File: src/rtl/mux6_rr_arbiter.sv
// Round-robin arbiter that sequences the select of the shared 6:1 mux.
// Grants one requester per burst of up to HOLD cycles; the next winner takes over with no gap cycle.
module mux6_rr_arbiter #(
  parameter int HOLD = 4
) (
  input  logic       clk,
  input  logic       rst,
  input  logic [5:0] req,
  output logic [5:0] gnt,
  output logic [2:0] sel,
  output logic       busy,
  output logic       last
);

  typedef enum logic {IDLE, GRANT} state_t;

  localparam logic [3:0] CNT_INIT = 4'(HOLD - 1);

  state_t     state_reg;
  logic [2:0] idx_reg;
  logic [2:0] ptr_reg;
  logic [3:0] cnt_reg;
  logic [5:0] gnt_reg;

  logic [2:0] end_ptr;
  logic       burst_end;
  logic       found_idle, found_end;
  logic [2:0] win_idle, win_end;

  // Returns {found, winner}: the first set request scanning p, p+1, ... cyclically mod 6.
  // Scanning from the far end lets the nearest hit overwrite earlier ones.
  function automatic logic [3:0] pick(input logic [5:0] r, input logic [2:0] p);
    logic [3:0] res;
    int         j;
    res = '0;
    for (int k = 5; k >= 0; k--) begin
      j = int'(p) + k;
      if (j >= 6) j = j - 6;
      if (r[j]) res = {1'b1, 3'(j)};
    end
    return res;
  endfunction

  always_comb begin
    end_ptr                = (idx_reg == 3'd5) ? 3'd0 : idx_reg + 3'd1;
    burst_end              = !req[idx_reg] || (cnt_reg == 4'd0);
    {found_idle, win_idle} = pick(req, ptr_reg);
    {found_end, win_end}   = pick(req, end_ptr);
  end

  always_ff @(posedge clk) begin
    if (rst) begin
      state_reg <= IDLE;
      idx_reg   <= 3'd0;
      ptr_reg   <= 3'd0;
      cnt_reg   <= 4'd0;
      gnt_reg   <= 6'd0;
    end else begin
      case (state_reg)
        IDLE: begin
          if (found_idle) begin
            state_reg <= GRANT;
            idx_reg   <= win_idle;
            gnt_reg   <= 6'b000001 << win_idle;
            cnt_reg   <= CNT_INIT;
          end
        end
        GRANT: begin
          if (burst_end) begin
            ptr_reg <= end_ptr;
            if (found_end) begin
              idx_reg <= win_end;
              gnt_reg <= 6'b000001 << win_end;
              cnt_reg <= CNT_INIT;
            end else begin
              state_reg <= IDLE;
              gnt_reg   <= 6'd0;
            end
          end else begin
            cnt_reg <= cnt_reg - 4'd1;
          end
        end
        default: state_reg <= IDLE;
      endcase
    end
  end

  // idx doubles as the mux select; it holds its value through IDLE.
  assign gnt  = gnt_reg;
  assign sel  = idx_reg;
  assign busy = (state_reg == GRANT);
  assign last = (state_reg == GRANT) && (cnt_reg == 4'd0);

endmodule

File: config.mk
export PLATFORM = sky130hd
export DESIGN_NAME = mux6_rr_arbiter
export DESIGN_NICKNAME = d
export VERILOG_FILES = /design/src/rtl/mux6_rr_arbiter.sv
export SDC_FILE = /design/constraint.sdc
export NUM_CORES = 1
export LEC_CHECK = 0
export ABC_AREA = 0
export CORE_MARGIN = 10
export CORE_UTILIZATION = 35
export CTS_CLUSTER_SIZE = 20
export DETAILED_ROUTE_END_ITERATION = 6
export DONT_BUFFER_PORTS = 1
export PLACE_DENSITY = 0.6
export SLEW_MARGIN = 20
export SYNTH_ARGS = -nofsm -noshare
export SYNTH_HDL_FRONTEND = slang
export SYNTH_SLANG_ARGS = --single-unit
File: constraint.sdc
create_clock -name clk -period 5.7 [get_ports clk]
set_clock_uncertainty 0.15 [all_clocks]
set_input_delay 0.285 -clock clk [delete_from_list [all_inputs] [get_ports clk]]
set_output_delay 0.285 -clock clk [all_outputs]
set_load 0.02 [all_outputs]
# Word-level counts from Yosys, hierarchy flattened
# Cells that the tools add are included.
dict set report word_totals {
  register_bits 17
  inputBits 8
  wordCells 149
}
dict set report op_classes {
  n_addsub 24
  order_cmp 25
  n_eq_ne 5
  n_shift 2
  n_mux 79
  n_bitwise 1
  n_reduce_logical 8
}
# cell count
set ops {}
lappend ops {{less-than comparator 32 x 5 -> 1 bit, second input constant} 12}
lappend ops {{2-to-1 mux 32 bit} 12}
lappend ops {{2-to-1 mux 4 bit} 15}
lappend ops {{subtractor 4 x 3 -> 5 bit, second input constant} 10}
lappend ops {{greater-or-equal comparator 4 x 3 -> 1 bit, second input constant} 10}
lappend ops {{binary-select mux 1 bit (select 3 bit)} 13}
lappend ops {{2-to-1 mux 1 bit} 28}
lappend ops {{2-to-1 mux 6 bit} 3}
lappend ops {{adder 3 x 2 -> 4 bit, second input constant} 4}
lappend ops {{adder 3 x 3 -> 4 bit, second input constant} 4}
lappend ops {{2-to-1 mux 3 bit} 4}
lappend ops {{case mux 6 bit (2 select lines)} 1}
lappend ops {{<< shifter 1 x 3 -> 6 bit, first input constant} 2}
lappend ops {{adder 3 x 1 -> 4 bit, second input constant} 2}
lappend ops {{case mux 4 bit (2 select lines)} 1}
lappend ops {{subtractor 3 x 3 -> 4 bit, second input constant} 2}
lappend ops {{greater-or-equal comparator 3 bit, second input constant} 2}
lappend ops {{case mux 3 bit (2 select lines)} 1}
lappend ops {{AND reduction 2 bit} 3}
lappend ops {{logical NOT 4 bit} 1}
lappend ops {{less-than comparator 3 x 4 -> 1 bit, second input constant} 1}
lappend ops {{!= test 2 x 1 -> 1 bit, second input constant} 2}
lappend ops {{subtractor 4 x 1 -> 4 bit, second input constant} 1}
lappend ops {{adder 3 x 1 -> 3 bit, second input constant} 1}
lappend ops {{9 further kinds} 9}

# Longest topological paths before layout
# Gate-level depths: netlist (run 1).
dict set report logic_depth {
  word_depth 18
  mapped_depth 17
}

# Least setup slack after synthesis (run 1)
# OpenSTA, ideal clock, no wires.
dict set report synth_timing {
  path_type {register to register}
  from {reg ptr_reg[1]}
  to {reg gnt_reg[0] (netlist: gnt[0])}
  setup_time_ns 0.122
  arrival_time_ns 4.000
  required_ns 5.428
  setup_slack_ns 1.428
  stages_incl_launch_ff 16
  path_buffers 2
  period_less_slack_ns 4.272
  cell_sequence {dfxtp_1 -> clkbuf_1 -> inv_1 -> ha_1 -> buf_6 -> inv_1 -> ha_1 -> a211o_1 -> a22o_1 -> or3b_4 -> a31oi_4 -> nand3_2 -> nor4_4 -> or3_2 -> nor3_2 -> a221o_1}
}
dict set report synth_via {
  elab_chain_len 15
  elab_cells_between_ends 52
  classes_between {add/sub (11); order compare (6); eq/ne (1); shift (1); mux (32); reduce/logical (1)}
}
# element line_no
set synth_rtl {}
lappend synth_rtl {{start, declared} 21} ;# logic [2:0] ptr_reg;
lappend synth_rtl {{start signal, assigned} 70} ;# ptr_reg <= end_ptr;
lappend synth_rtl {{adder 3 x 3 -> 4 bit} 37} ;# j = int'(p) + k;
lappend synth_rtl {{subtractor 4 x 3 -> 5 bit / greater-or-equal comparator 4 x 3 -> 1 bit (equally long branches)} 38} ;# if (j >= 6) j = j - 6;
lappend synth_rtl {{2-to-1 mux 32 bit} 38}
lappend synth_rtl {{binary-select mux 1 bit (select 3 bit)} 39} ;# if (r[j]) res = {1'b1, 3'(j)};
lappend synth_rtl {{2-to-1 mux 1 bit (implied by the code) (2 in a row)} 39}
lappend synth_rtl {{2-to-1 mux 4 bit (5 in a row)} 39}
lappend synth_rtl {{2-to-1 mux 4 bit *} 39}
lappend synth_rtl {{<< shifter 1 x 3 -> 6 bit} 64} ;# gnt_reg <= 6'b000001 << win_idle;
lappend synth_rtl {{2-to-1 mux 6 bit} 61} ;# if (found_idle) begin
lappend synth_rtl {{case mux 6 bit (2 select lines)} 59} ;# case (state_reg)
lappend synth_rtl {{end signal, assigned} 64}
lappend synth_rtl {{end signal, assigned} 73} ;# gnt_reg <= 6'b000001 << win_end;
lappend synth_rtl {{end, declared} 23} ;# logic [5:0] gnt_reg;
# Mark *: on every way between the ends. The rest lies on a longest branch, timed or not. The select of a mux whose other input is x is not followed.
# A chain may end at the register's enable or synchronous reset.

# Worst setup path in the final report (run 1)
dict set report layout_timing {
  from {reg ptr_reg[1]}
  to {reg idx_reg[0] (netlist: sel[0])}
}
dict set report layout_via {
  elab_chain_len 14
  elab_cells_between_ends 51
  classes_between {add/sub (11); order compare (6); eq/ne (1); mux (32); reduce/logical (1)}
}
# element line_no
set layout_rtl {}
lappend layout_rtl {{adder 3 x 3 -> 4 bit} 37}
lappend layout_rtl {{subtractor 4 x 3 -> 5 bit / greater-or-equal comparator 4 x 3 -> 1 bit (equally long branches)} 38}
lappend layout_rtl {{2-to-1 mux 32 bit} 38}
lappend layout_rtl {{binary-select mux 1 bit (select 3 bit)} 39}
lappend layout_rtl {{2-to-1 mux 1 bit (implied by the code) (2 in a row)} 39}
lappend layout_rtl {{2-to-1 mux 4 bit (5 in a row)} 39}
lappend layout_rtl {{2-to-1 mux 4 bit *} 39}
lappend layout_rtl {{2-to-1 mux 3 bit / != test 2 bit (equally long branches)} -}
lappend layout_rtl {{case mux 3 bit (2 select lines) / AND reduction 3 bit (equally long branches)} -}
lappend layout_rtl {{end signal, assigned} 63} ;# idx_reg <= win_idle;
lappend layout_rtl {{end signal, assigned} 72} ;# idx_reg <= win_end;
lappend layout_rtl {{end, declared} 20} ;# logic [2:0] idx_reg;
# Marked as above.

==> out/qor.txt, run 1 <==
outcome = finished clean
Fmax = 203 MHz
cts repair resizes = 0
number of fill cells in the layout = 851
Avg Cell Area, Syn = 7.67 µm²
Final Critical Period = 4.93 ns
ys flop type = dfxtp_1
Max Slew Vio Count = 0
Hold Path Class = in -> reg
arrival time worst endpoint = 4.93 ns
Iter 0 DRT Violations = 166
Clk pin slew, worst setup/hold paths = 0.08 ns
routability cong. = 0.898
TritonCTS clock tree = yes
critical path fanouts, max = 18
TritonCTS Sinks = 17
Yosys reg bits = 17
Slowest cell on crit path = dfxtp_1
Synth Area in XOR/XNOR = 3.46%
max reg flops = 6
Final setup viols = 0
Critical Path Start = ptr_reg[1]
GRT Overall Usage = 12.4%
Num CTS Buffers = 3
first-pass GRT wire length = 13900 µm
drt total wl = 8280 µm
sequential cell area = 340 µm²
Die ar. = 12700 µm²
area share of fa/ha/maj cells after synthesis = 9.16%
Synth Area in Compound Gates = 33.1%
initial antenna violation count = 0
Skew-Pair Late Insertion Delay = 0.27 ns
Post-CTS Hold Fix Bufs = 1
Area Growth Syn to Fin = 2.41%
footprint of the multi-input gates = 2440 µm²
Yosys cell types = 85
htree depth = 1
Worst Setup Path Type = reg -> reg
WP data required = 5.70 ns
mux cell area share after synthesis = 9.49%
Die Ht = 113 µm
dpl hpwl = 6310 µm
total of max-cap violations = 0
n_diodes = 0
share of layout cells above drive strength 1 = 11.3%
Final Hold Vio Count = 0
Nets = 412
Simple-Gate Fraction of Synth Area = 26.1%
yosys warns = 0
vias = 2975
Root Buffer Master = clkbuf_8
Worst slew margin = 54.8%
vias in the first global route = 2752
row cnt = 33
Die W = 113 µm
R2R depth = 13
DR vias/cell = 6.12
# IOs = 19
Detail Route Antenna Nets = 0
initial core utilization = 36.2%
slowest stage delay, CP = 0.75 ns
CORE AREA = 8300 µm²
Longest Clk Path Bufs = 2
Post-synth EDFFs = 0
RSZ-0062 raised after global routing = no
final setup TNS = 0 ns
Syn Nets = 422
CP Launch Type = flop
Syn Inst Count = 392
Worst-Margin Slew = 0.670 ns
first drt pass iteration count = 5
aggregate global routing overflow = 0
Reg2Reg Setup Slack = 0.77 ns
asr flop ratio synth = 0%
Final Cycle Share = 86.5%
port bufs = 0
register area share after synthesis = 11.3%
CP endpoint = sel[0]
R2R Path Start = ptr_reg[1]
WL/cell = 17.0 µm
r2r endpoint = sel[0]
DRC = 0
largest net degree at the start of global routing = 24
Post-CTS Setup Bufs = 0
critical-path cell list = inv_1 -> ha_1 -> inv_1 -> ha_1 -> a211o_1 -> a22o_1 -> or3b_4 -> a31oi_4 -> nand3_2 -> nor4_4 -> a41oi_2 -> and2b_1 -> a211oi_1
hold-critical path depth = 2
Mapped Area = 3010 µm²
nature of the critical path endpoint = flop
main combinational cell family by area after synthesis = compound AO/OA/AOI/OAI gates
[layout by cell type (no fill, tap or decap), types with 5 or more instances in the layout]
cell / n
inv_1: 19
nor2b_1: 7
ha_1: 22
a31oi_1: 10
nor3_1: 9
dfxtp_1: 17
nand2_1: 25
a211oi_1: 17
a21oi_1: 19
o21ai_0: 20
nand2b_1: 9
xnor2_1: 7
mux2i_1: 17
or3_1: 6
mux2_2: 9
nand3_1: 13
and2_1: 5
o211ai_1: 5
nor2_1: 35
[Yosys cell counts, drive strengths merged (10+ instances only)]
master / count / area share (%)
nand2: 25 / 3.1
nor2: 35 / 4.4
nor3: 10 / 1.8
a21oi: 21 / 3.7
mux2i: 18 / 6.1
buf: 12 / 3.0
nand3: 14 / 2.5
a31oi: 11 / 2.8
a211oi: 17 / 4.2
inv: 20 / 2.5
o21ai: 21 / 3.6
dfxtp: 17 / 11
ha: 22 / 9.2
[final cells by class]
cell class / count / area share (%)
Multi-Input combinational cell: 335 / 79.4
Clock inverter: 1 / 0.163
Sequential cell: 17 / 11.1
Tap cell: 105 / 4.27
Timing Repair Buffer: 5 / 1.30
Inverter: 20 / 2.44
Clock buffer: 3 / 1.34
[worst min path at each step]
stage | start | endpoint | slack, ns
floorplan | cnt_reg[0] | cnt_reg[0] | 0.31
global placement | rst | cnt_reg[2] | 0.21
detailed placement | rst | cnt_reg[3] | 0.21
CTS | rst | gnt[0] | 0.16
global route | rst | gnt[0] | 0.21
finish | rst | gnt[0] | 0.16
[logic make-up after synthesis]
logic type,count (synthesis)
simple gates,142
compound gates,133
buf+inv,40
mux,27
fa+ha+maj,22
flops,17
xor+xnor,11
[worst max-delay path: cells and delay by family, from the launching register on]
family	cells	cell delay, ns
flip-flops	1	0.75
AO/OA/AOI/OAI	5	1.25
AND/OR/NAND/NOR	4	1.25
buffers and inverters	2	0.51
adder cells (fa/ha/maj)	2	0.87
[metrics by stage]
step | setup WS (ns) | instances | utilization (%) | area, µm² | hold slack, ns
2_1_floorplan | 1.43 | 392 | - | 3010 | 0.311
3_3_place_gp | 0.842 | 481 | 36.4 | 3020 | 0.206
3_5_place_dp | 0.777 | 481 | 36.4 | 3020 | 0.209
4_1_cts | 0.751 | 486 | 37.1 | 3080 | 0.160
5_1_grt | 0.409 | 486 | 37.1 | 3080 | 0.213
6_report | 0.767 | 486 | 37.1 | 3080 | 0.160
[routing by layer]
metal  share of wire [%]  GRT usage, %  up-vias
li1                    -             -     1470
met1                  46          15.6     1422
met2                  49          21.8       70
met3                 3.4          1.01       13
met4                 1.7          3.89        0
met5                   0             0        -
Power of run 1 is left out: the tool's default activity adds up to more than one toggle a clock period on the data nets, which glitch-free logic cannot reach.
==> run 2, diff against run 1 <==
Settings changed: CORE_MARGIN 10 to 2.
==> run 2 against run 1 <==
Compared with the run above: largest cell class unchanged; cell area unchanged; fmax grew 2.0%; hold slack improved by 0.015 ns; utilization is 0.19 points higher; highest routed layer unchanged; count of clock-buffer cells in the layout stayed put; first-iteration DRC count decreased by 19%; register-to-register slack improved by 0.097 ns; final cell count stayed put.
==> out/qor.txt, run 2 (synthesis gave the netlist of run 1 again) <==
outcome = finished clean
Detail Route Antenna Nets = 0 (unchanged)
TritonCTS clock tree = yes
GRT Overall Usage = 16.6% (+4.2 points)
htree depth = 1 (unchanged)
Final Cycle Share = 84.8% (-1.7 points)
Post-CTS Setup Bufs = 0 (unchanged)
initial core utilization = 36.4% (+0.18 points)
commonest cells after routing, fill and taps aside = 35 x nor2_1, 25 x nand2_1, 22 x ha_1
first drt pass iteration count = 4 (-1)
initial antenna violation count = 0 (unchanged)
first-pass GRT wire length = 13400 µm (-3.4%)
TritonCTS Sinks = 17 (unchanged)
Die ar. = 9340 µm² (-26%)
Final Critical Period = 4.84 ns (-0.0966 ns)
Iter 0 DRT Violations = 135 (-19%)
Die Ht = 96.7 µm (-14%)
port bufs = 0 (unchanged)
routability cong. = 0.900 (+0.26%)
drt total wl = 7900 µm (-4.5%)
arrival time worst endpoint = 4.84 ns (-0.09 ns)
Max Slew Vio Count = 0 (unchanged)
Final Hold Vio Count = 0 (unchanged)
row cnt = 33 (unchanged)
dpl hpwl = 6040 µm (-4.2%)
CP Launch Type = flop
max reg flops = 6 (unchanged)
share of layout cells above drive strength 1 = 11.3% (unchanged)
vias in the first global route = 2805 (+1.9%)
Fmax = 207 MHz (+2.0%)
CORE AREA = 8260 µm² (-0.50%)
nature of the critical path endpoint = flop
final setup TNS = 0 ns (unchanged)
Num CTS Buffers = 3 (unchanged)
Worst-Margin Slew = 0.673 ns (+0.00256 ns)
Nets = 412 (unchanged)
Root Buffer Master = clkbuf_8
n_diodes = 0 (unchanged)
Worst slew margin = 55.1% (+0.24 points)
Clk pin slew, worst setup/hold paths = 0.07 ns (about the same)
# IOs = 19 (unchanged)
Worst Setup Path Type = reg -> reg
Hold Path Class = in -> reg
Area Growth Syn to Fin = 2.41% (unchanged)
commonest non-fill, non-tap cell in the layout = nor2_1
WP data required = 5.70 ns (about the same)
RSZ-0062 raised after global routing = no
largest net degree at the start of global routing = 35 (+46%)
vias = 2932 (-1.4%)
total of max-cap violations = 0 (unchanged)
hold_ws = 0.175 ns (+0.0149 ns)
number of fill cells in the layout = 877 (+3.1%)
WL/cell = 16.3 µm (-4.5%)
cts repair resizes = 0 (unchanged)
critical path fanouts, max = 18 (unchanged)
DR vias/cell = 6.03 (-1.4%)
DRC = 0 (unchanged)
aggregate global routing overflow = 0 (unchanged)
Longest Clk Path Bufs = 2 (unchanged)
Skew-Pair Late Insertion Delay = 0.27 ns (about the same)
Final setup viols = 0 (unchanged)
Die W = 96.7 µm (-14%)
-- run 2: cell counts in the layout (fill, tap and decap cells not counted) --
Identical to the previous run, type by type.
-- run 2: path summary, 6_finish.rpt --
check / endpoint / slack, ns / from / cells past startpoint
max reg2reg: gnt[1] / 0.86 / ptr_reg[1] / 14
max: gnt[1] / 0.86 / ptr_reg[1] / 14
min reg2reg: cnt_reg[0] / 0.35 / cnt_reg[0] / 1
min: gnt[1] / 0.17 / rst / 2
-- run 2: worst max-delay path, cell delays in order, from the launching register on --
cell	delay (ns)
dfxtp_1	0.76
inv_1	0.34
ha_1	0.61
inv_1	0.19
ha_1	0.25
a211o_1	0.31
a22o_1	0.26
or3b_4	0.42
a31oi_4	0.23
nand3_2	0.13
nor3_1	0.24
nor3_1	0.10
a311oi_4	0.34
nor4b_1	0.12
a221o_1	0.27
-- run 2: area by class of cell --
cell class	instances	area (µm²)	share of cell area, %
Clock buffer	3	41.3	1.34
Clock inverter	1	5.00	0.163
Inverter	20	75.1	2.44
Multi-Input combinational cell	335	2440	79.4
Sequential cell	17	340	11.1
Tap cell	105	131	4.27
Timing Repair Buffer	5	40.0	1.30
-- run 2: metrics by stage --
stage / util, % / instance area, µm² / instances / setup WS, ns
after floorplan: - / 3010 / 392 / 1.43
after global placement: 36.6 / 3020 / 481 / 1.10
after detailed placement: 36.6 / 3020 / 481 / 0.918
after CTS: 37.3 / 3080 / 486 / 0.912
after global routing: 37.3 / 3080 / 486 / 0.463
final: 37.3 / 3080 / 486 / 0.864
-- run 2: what timing repair did --
item / CTS / global route
hold buffers: 1 / 0
endpoints found under the hold margin: 15 / 0
setup endpoints to repair: 0 / 0
-- run 2: per-layer routing --
layer	vias to the layer above	GRT usage, %	routed length, µm
met2	51	29.8	3890
met3	11	0.723	216
met4	0	5.42	133
met5	-	0	0
li1	1466	-	-
met1	1404	21.3	3660
Power of run 2 is left out for the same reason.
